`src/rtl/maze_pkg.sv`:
```
// Shared types and constants for the maze player navigation block.
//   - one-hot direction codes carried on player_direction
//   - navigation FSM state type
//   - coordinate / move-counter widths
//   - dir_is_onehot(): single-direction press qualifier
package maze_pkg;

  localparam int unsigned COORD_WIDTH    = 8;
  localparam int unsigned MOVE_CNT_WIDTH = 16;

  typedef enum logic [3:0] {
    DIR_UP    = 4'b0001,
    DIR_DOWN  = 4'b0010,
    DIR_RIGHT = 4'b0100,
    DIR_LEFT  = 4'b1000
  } dir_e;

  typedef enum logic [1:0] {
    StIdle  = 2'd0,
    StFetch = 2'd1,
    StCheck = 2'd2
  } nav_state_e;

  function automatic logic dir_is_onehot(input logic [3:0] dir);
    return (dir != 4'b0000) && ((dir & (dir - 4'd1)) == 4'b0000);
  endfunction

endpackage

```
`src/rtl/maze_dir_decode.sv`:
```
// Direction decode for maze_player_nav (purely combinational).
//   dir_i      : raw one-hot direction from the keypad
//   x_i / y_i  : current player cell
//   valid_o    : exactly one direction bit set
//   oob_o      : the requested step would leave the maze
//   tgt_x_o/y_o: neighbouring cell; equals the current cell when invalid or out of bounds
module maze_dir_decode
  import maze_pkg::*;
#(
  parameter int unsigned WIDTH  = 5,
  parameter int unsigned HEIGHT = 5
) (
  input  logic [3:0]             dir_i,
  input  logic [COORD_WIDTH-1:0] x_i,
  input  logic [COORD_WIDTH-1:0] y_i,
  output logic                   valid_o,
  output logic                   oob_o,
  output logic [COORD_WIDTH-1:0] tgt_x_o,
  output logic [COORD_WIDTH-1:0] tgt_y_o
);

  localparam logic [COORD_WIDTH-1:0] MaxX = COORD_WIDTH'(WIDTH - 1);
  localparam logic [COORD_WIDTH-1:0] MaxY = COORD_WIDTH'(HEIGHT - 1);

  always_comb begin
    valid_o = dir_is_onehot(dir_i);
    oob_o   = 1'b0;
    tgt_x_o = x_i;
    tgt_y_o = y_i;
    // Target only moves when in bounds, so the arithmetic can never wrap.
    unique case (dir_i)
      DIR_UP: begin
        oob_o = (y_i == '0);
        if (!oob_o) tgt_y_o = y_i - 1'b1;
      end
      DIR_DOWN: begin
        oob_o = (y_i >= MaxY);
        if (!oob_o) tgt_y_o = y_i + 1'b1;
      end
      DIR_RIGHT: begin
        oob_o = (x_i >= MaxX);
        if (!oob_o) tgt_x_o = x_i + 1'b1;
      end
      DIR_LEFT: begin
        oob_o = (x_i == '0);
        if (!oob_o) tgt_x_o = x_i - 1'b1;
      end
      default: ;
    endcase
  end

endmodule

```
`src/rtl/maze_player_nav.sv`:
```
// Maze player movement controller.
// A single-direction press (after a release) is bounds-checked; in-bounds targets are
// looked up in the maze ROM (wall bit, MEM_LATENCY clocks) and the player moves only onto
// free cells. Reaching the exit cell sends the player back to the start and clears the count.
// Ports:
//   clock, reset           : rising-edge clock, synchronous active-high reset
//   player_direction [3:0] : [0]=up [1]=down [2]=right [3]=left
//   maze_input_data        : ROM wall bit (1=wall)
//   maze_input_address     : ROM address y*WIDTH+x (current cell in IDLE, target otherwise)
//   player_x / player_y    : current cell
//   at_end / blocked       : one-cycle pulses (exit reached / move rejected)
//   busy                   : move in progress (FETCH/CHECK)
//   move_count             : completed moves, saturating
// Build option: define MAZE_NAV_AUTOREPEAT_EN to re-arm a held direction every
// REPEAT_CYCLES clocks while idle.
module maze_player_nav
  import maze_pkg::*;
#(
  parameter int unsigned WIDTH         = 5,
  parameter int unsigned HEIGHT        = 5,
  parameter int unsigned ADDR_WIDTH    = 11,
  parameter int unsigned MEM_LATENCY   = 1,
  parameter int unsigned START_X       = 0,
  parameter int unsigned START_Y       = 0,
  parameter int unsigned END_X         = WIDTH - 1,
  parameter int unsigned END_Y         = HEIGHT - 1,
  parameter int unsigned REPEAT_CYCLES = 8
) (
  input  logic                      clock,
  input  logic                      reset,
  input  logic [3:0]                player_direction,
  input  logic                      maze_input_data,
  output logic [ADDR_WIDTH-1:0]     maze_input_address,
  output logic [COORD_WIDTH-1:0]    player_x,
  output logic [COORD_WIDTH-1:0]    player_y,
  output logic                      at_end,
  output logic                      blocked,
  output logic                      busy,
  output logic [MOVE_CNT_WIDTH-1:0] move_count
);

  // Elaboration-time parameter sanity checks.
  if (WIDTH < 1 || WIDTH > 255 || HEIGHT < 1 || HEIGHT > 255) begin : g_bad_dims
    $error("maze_player_nav: WIDTH/HEIGHT must be 1..255");
  end
  if (MEM_LATENCY < 1 || MEM_LATENCY > 4) begin : g_bad_lat
    $error("maze_player_nav: MEM_LATENCY must be 1..4");
  end
  if (WIDTH * HEIGHT > (1 << ADDR_WIDTH)) begin : g_bad_addr
    $error("maze_player_nav: ADDR_WIDTH too small for maze");
  end
  if (START_X >= WIDTH || END_X >= WIDTH || START_Y >= HEIGHT || END_Y >= HEIGHT)
  begin : g_bad_cells
    $error("maze_player_nav: start/end cell outside maze");
  end
  if (REPEAT_CYCLES < 1) begin : g_bad_rep
    $error("maze_player_nav: REPEAT_CYCLES must be >= 1");
  end

  localparam logic [COORD_WIDTH-1:0] StartX = COORD_WIDTH'(START_X);
  localparam logic [COORD_WIDTH-1:0] StartY = COORD_WIDTH'(START_Y);
  localparam logic [COORD_WIDTH-1:0] EndX   = COORD_WIDTH'(END_X);
  localparam logic [COORD_WIDTH-1:0] EndY   = COORD_WIDTH'(END_Y);
  localparam logic [2:0]             LatLast = 3'(MEM_LATENCY - 1);

  function automatic logic [ADDR_WIDTH-1:0] cell_addr(input logic [COORD_WIDTH-1:0] x,
                                                      input logic [COORD_WIDTH-1:0] y);
    return ADDR_WIDTH'(y) * ADDR_WIDTH'(WIDTH) + ADDR_WIDTH'(x);
  endfunction

  nav_state_e                state_q, state_d;
  logic [COORD_WIDTH-1:0]    pos_x_q, pos_x_d, pos_y_q, pos_y_d;
  logic [COORD_WIDTH-1:0]    tgt_x_q, tgt_x_d, tgt_y_q, tgt_y_d;
  logic [ADDR_WIDTH-1:0]     addr_q, addr_d;
  logic [2:0]                lat_cnt_q, lat_cnt_d;
  logic [MOVE_CNT_WIDTH-1:0] cnt_q, cnt_d;
  logic                      armed_q, armed_d;
  logic                      blocked_q, blocked_d;
  logic                      at_end_q, at_end_d;
  logic                      busy_q, busy_d;

  logic                      dir_valid, dir_oob;
  logic [COORD_WIDTH-1:0]    dec_x, dec_y;

  maze_dir_decode #(
    .WIDTH  (WIDTH),
    .HEIGHT (HEIGHT)
  ) u_dir_decode (
    .dir_i   (player_direction),
    .x_i     (pos_x_q),
    .y_i     (pos_y_q),
    .valid_o (dir_valid),
    .oob_o   (dir_oob),
    .tgt_x_o (dec_x),
    .tgt_y_o (dec_y)
  );

`ifdef MAZE_NAV_AUTOREPEAT_EN
  logic [3:0]  last_dir_q, last_dir_d;
  logic [15:0] rep_cnt_q, rep_cnt_d;
`endif

  always_comb begin
    state_d   = state_q;
    pos_x_d   = pos_x_q;
    pos_y_d   = pos_y_q;
    tgt_x_d   = tgt_x_q;
    tgt_y_d   = tgt_y_q;
    lat_cnt_d = lat_cnt_q;
    cnt_d     = cnt_q;
    armed_d   = armed_q;
    blocked_d = 1'b0;
    at_end_d  = 1'b0;

    unique case (state_q)
      StIdle: begin
        if (player_direction == 4'b0000) armed_d = 1'b1;
        if (armed_q && dir_valid) begin
          armed_d = 1'b0;
          if (dir_oob) begin
            blocked_d = 1'b1;
          end else begin
            tgt_x_d   = dec_x;
            tgt_y_d   = dec_y;
            lat_cnt_d = '0;
            state_d   = StFetch;
          end
        end
      end
      StFetch: begin
        if (lat_cnt_q == LatLast) state_d = StCheck;
        else                      lat_cnt_d = lat_cnt_q + 3'd1;
      end
      StCheck: begin
        state_d = StIdle;
        armed_d = 1'b0;
        if (maze_input_data) begin
          blocked_d = 1'b1;
        end else if (tgt_x_q == EndX && tgt_y_q == EndY) begin
          pos_x_d  = StartX;
          pos_y_d  = StartY;
          cnt_d    = '0;
          at_end_d = 1'b1;
        end else begin
          pos_x_d = tgt_x_q;
          pos_y_d = tgt_y_q;
          if (cnt_q != '1) cnt_d = cnt_q + 1'b1;
        end
      end
      default: state_d = StIdle;
    endcase

`ifdef MAZE_NAV_AUTOREPEAT_EN
    // A held single direction re-arms after REPEAT_CYCLES idle clocks.
    last_dir_d = player_direction;
    rep_cnt_d  = '0;
    if (state_q == StIdle && !armed_q && dir_valid && player_direction == last_dir_q) begin
      if (rep_cnt_q >= 16'(REPEAT_CYCLES - 1)) armed_d = 1'b1;
      else                                     rep_cnt_d = rep_cnt_q + 16'd1;
    end
`endif

    busy_d = (state_d != StIdle);
    // Address follows the player while idle and holds the target during a move.
    addr_d = busy_d ? cell_addr(tgt_x_d, tgt_y_d) : cell_addr(pos_x_d, pos_y_d);
  end

  always_ff @(posedge clock) begin
    if (reset) begin
      state_q   <= StIdle;
      pos_x_q   <= StartX;
      pos_y_q   <= StartY;
      tgt_x_q   <= StartX;
      tgt_y_q   <= StartY;
      addr_q    <= cell_addr(StartX, StartY);
      lat_cnt_q <= '0;
      cnt_q     <= '0;
      armed_q   <= 1'b0;
      blocked_q <= 1'b0;
      at_end_q  <= 1'b0;
      busy_q    <= 1'b0;
`ifdef MAZE_NAV_AUTOREPEAT_EN
      last_dir_q <= '0;
      rep_cnt_q  <= '0;
`endif
    end else begin
      state_q   <= state_d;
      pos_x_q   <= pos_x_d;
      pos_y_q   <= pos_y_d;
      tgt_x_q   <= tgt_x_d;
      tgt_y_q   <= tgt_y_d;
      addr_q    <= addr_d;
      lat_cnt_q <= lat_cnt_d;
      cnt_q     <= cnt_d;
      armed_q   <= armed_d;
      blocked_q <= blocked_d;
      at_end_q  <= at_end_d;
      busy_q    <= busy_d;
`ifdef MAZE_NAV_AUTOREPEAT_EN
      last_dir_q <= last_dir_d;
      rep_cnt_q  <= rep_cnt_d;
`endif
    end
  end

  assign maze_input_address = addr_q;
  assign player_x           = pos_x_q;
  assign player_y           = pos_y_q;
  assign at_end             = at_end_q;
  assign blocked            = blocked_q;
  assign busy               = busy_q;
  assign move_count         = cnt_q;

endmodule

```
`config.mk`:
```
export PLATFORM = sky130hd
export DESIGN_NAME = maze_player_nav
export DESIGN_NICKNAME = d
export VERILOG_FILES = /design/src/rtl/maze_pkg.sv /design/src/rtl/maze_dir_decode.sv /design/src/rtl/maze_player_nav.sv
export SDC_FILE = /design/constraint.sdc
export NUM_CORES = 1
export LEC_CHECK = 0
export CORE_ASPECT_RATIO = 1.25
export CORE_MARGIN = 2
export CORE_UTILIZATION = 57
export DETAILED_ROUTE_END_ITERATION = 8
export PLACE_DENSITY = 0.81
export SETUP_SLACK_MARGIN = 0.3
export SYNTH_ARGS = -nofsm -noshare
export SYNTH_HDL_FRONTEND = slang
export SYNTH_SLANG_ARGS = --single-unit
```
`constraint.sdc`:
```
create_clock -name clock -period 5.5 [get_ports clock]
set_input_delay 1.1 -clock clock [delete_from_list [all_inputs] [get_ports clock]]
set_output_delay 1.1 -clock clock [all_outputs]
set_load 0.01 [all_outputs]
```
==> results.md <==
* Crit start category: input port
* Core Util, Final at 0.725
* Hold Crit Class: flop to flop
* Slew headroom at 0.243
* Total of max-cap violations at 0
* RePlAce Congestion at 1.03
* Post-synth top area cell: dfxtp_1
* Vias/cell at 5.84
* Clk_lat worst skew at 0.36 ns
* Kind of critical path: input port to flop
* P&R area growth vs syn at 25.1%
* Quantity of I/O buffers inserted on ports at 52
* H-tree levels at 3
* Clock-pin slew of the registers on the worst-case setup and hold paths at 0.07 ns
* RSZ-0062 raised after global routing: false
* Count of final setup violators at 0
* Total number of vias at 4328
* Crit end category: flop
* Yosys warns at 0
* Core Area at 0.00815 mm^2
* Number of synthesized flops with an enable pin at 0
* Antenna Nets Post-Route at 0
* Synth area leaders: dfxtp_1 29%, ha_1 12%, fa_1 5.1%, inv_1 4.7%, xnor2_1 4.4%
* Initial Utilization at 0.580
* First-pass GRT wire length at 20000 um
* # hold bufs at CTS at 0
* Asr flop ratio synth at 0
* Worst VDD drop at 0.166 mV
* Synth Register Bits at 68
* Overall routing resource usage at 0.282
* Vias in the first global route at 4157
* Synthesized area per cell at 8.56 um^2
* Half-perimeter wire length of the detailed placement result at 9250 um
* I/O pin count at 53
* Drt pass-1 iters at 5
* Top FF cell, synth: dfxtp_1
* Post-synthesis cell area at 0.00472 mm^2
* Synth Net Count at 618
* Rows at 37
* Worst R2R Setup Slack at 1.09 ns
* CP Data Required Time at 5.77 ns
* R2R Path Start: player_x[2]
* Slew @ Worst Pin at 1.13 ns
* Cell count after synthesis at 552
* DRT iter0 DRCs at 353
* Min Clock Period, post-route at 5.18 ns
* CTS max path bufs at 2
* Yosys top cell area share at 0.288
* Die area at 0.00904 mm^2
* Grt total ovfl at 0
* Largest net degree at the start of global routing at 43
* F_max at 193 MHz
* WP data arrival at 5.45 ns
* CTS Root Cell: clkbuf_8
* Skew final at 0.0127 ns
* Post-synthesis sequential area ratio at 0.288
* Worst Setup SP: player_direction[3]
* Ratio of cells with drive above 1 in the final layout at 0.146
* Hold Slack at 0.504 ns
* Final Max Tran Viols at 0
* DRC at 0
* Nets at 705
* Die height at 106 um
* Leakage power at 2.68 nW
* Outcome: complete, no violations
* Distinct cells, synth at 53
* Per-cell routed wire length at 17.0 um
* Final Hold Viols at 0
* Clk sinks at 68
* Crit Path Max Fanout at 7
* Initial antenna violation count at 0
* # diodes at 0
* CTS tree: yes
* Critical Path Sink: maze_input_address[8]
* Crit share post-route at 0.942
* Reg-to-Reg End: maze_input_address[8]
* DRT Wirelength at 12600 um
* Pwr Density at 174 mW/mm^2
* TritonCTS buffer count at 9
* R2R depth at 18
* Die X at 85.4 um
==> state kept, by name (all words and copies together) (netlist names), 2 cells and up <==
register	cells
lat_cnt_q	3
maze_input_address	11
move_count	16
player_x	8
player_y	8
state_q	2
tgt_x_q	8
tgt_y_q	8
==> how the worst min path moves through the flow <==
stage,startpoint,end,slack [ns],cells past startpoint
CTS,lat_cnt_q[0],lat_cnt_q[0],0.51,2
floorplan,tgt_x_q[2],player_x[2],0.46,2
global route,lat_cnt_q[1],lat_cnt_q[1],0.53,2
global placement,lat_cnt_q[0],lat_cnt_q[0],0.47,2
finish,move_count[4],move_count[4],0.50,2
detailed placement,lat_cnt_q[0],lat_cnt_q[0],0.48,2
==> through the flow <==
stage	setup WS, ns	TNS [ns]	area [um^2]	power [W]	cells
floorplan	0.563	0	4720	0.000526	552
global placement	0.0448	0	5590	0.000540	724
detailed placement	-0.0778	-0.0778	5590	0.000541	724
CTS	0.316	0	5820	0.00103	740
global route	0.201	0	5910	0.00105	741
finish	0.322	0	5910	0.00103	741
==> report_power, final <==
| group | internal, W | total [W] | leakage [nW] | switching (W) |
|---|---|---|---|---|
| Combinational | 0.0000162 | 0.0000386 | 2.02 | 0.0000224 |
| Sequential | 0.000493 | 0.000494 | 0.548 | 0.000000732 |
| Clock | 0.000300 | 0.000496 | 0.117 | 0.000196 |
==> critical path: stages <==
cell	delay [ns]
clkdlybuf4s50_1	0.45
buf_4	0.18
or4b_2	0.70
a21oi_2	0.18
nor4_4	0.07
nand2_2	0.19
mux2_4	0.34
ha_1	0.28
inv_1	0.05
fa_1	0.51
inv_1	0.04
ha_1	0.34
o21ai_1	0.22
o21bai_2	0.11
a21boi_2	0.22
a21oi_1	0.09
xnor2_1	0.13
a211oi_1	0.24
==> Yosys cell counts, types with 3 or more instances <==
cell / instances
mux2i_1: 17
nor3b_1: 3
nand4_1: 7
a21oi_1: 31
and2_1: 3
o21ai_0: 26
nand2_1: 46
a21o_1: 4
a31oi_1: 7
xnor2_1: 24
and4_1: 4
dfxtp_1: 68
nand3_1: 12
nand2b_1: 5
nor2_1: 43
a211oi_1: 10
clkbuf_1: 11
o211ai_1: 4
nor3_1: 14
or3_1: 6
nor2b_1: 19
o21bai_1: 6
inv_1: 59
nor4_1: 7
ha_1: 47
mux2_4: 9
nor4_2: 3
and3_1: 4
nor4b_1: 4
xor2_1: 8
fa_1: 12
==> layout make-up <==
| class | instances | area, um^2 |
|---|---|---|
| multi-input cells | 409 | 3150 |
| fillers | 603 | 2240 |
| flip-flops and latches | 68 | 1360 |
| repair buffers | 92 | 827 |
| inverters | 59 | 221 |
| clock buffers | 11 | 131 |
| well taps | 97 | 121 |
| clock inverters | 5 | 100 |
==> layout by cell type (no fill, tap or decap), drive strengths merged, types with 5 or more instances in the layout <==
cell and count:
dfxtp 68, inv 59, clkdlybuf4s50 51, nand2 47, ha 47, nor2 43, buf 40, a21oi 32
o21ai 26, xnor2 24, nor2b 19, mux2i 17, nor3 14, nand3 12, fa 12, mux2 11
clkbuf 11, a211oi 10, nor4 10, xor2 8, nand4 7, a31oi 7, or3 6, o21bai 6
nand2b 5
==> layer usage <==
layer	vias up	track usage	part of all wire	routed length, um
met5	-	0	0	0
met4	0	0.146	0.049	615
met3	49	0.0509	0.055	687
met2	160	0.483	0.50	6340
met1	2035	0.332	0.39	4930
li1	2084	-	-	-
==> kinds of logic (layout without fill, tap and decap cells) <==
group	after synthesis	in the layout	share of synthesized area
xor+xnor	32	32	0.0593
simple gates	191	191	0.212
fa+ha+maj	59	59	0.175
compound gates	99	99	0.132
buf+inv	75	167	0.0641
mux	28	28	0.0694
flops	68	68	0.288
==> what timing repair did <==
item / CTS / global route
endpoints found under the setup margin: 2 / 5
resized for setup: 2 / 21
pin swaps: 0 / 5
buffers inserted: 0 / 1
cloned: 0 / 0
No activity file was read; power rests on OpenSTA's default activity.
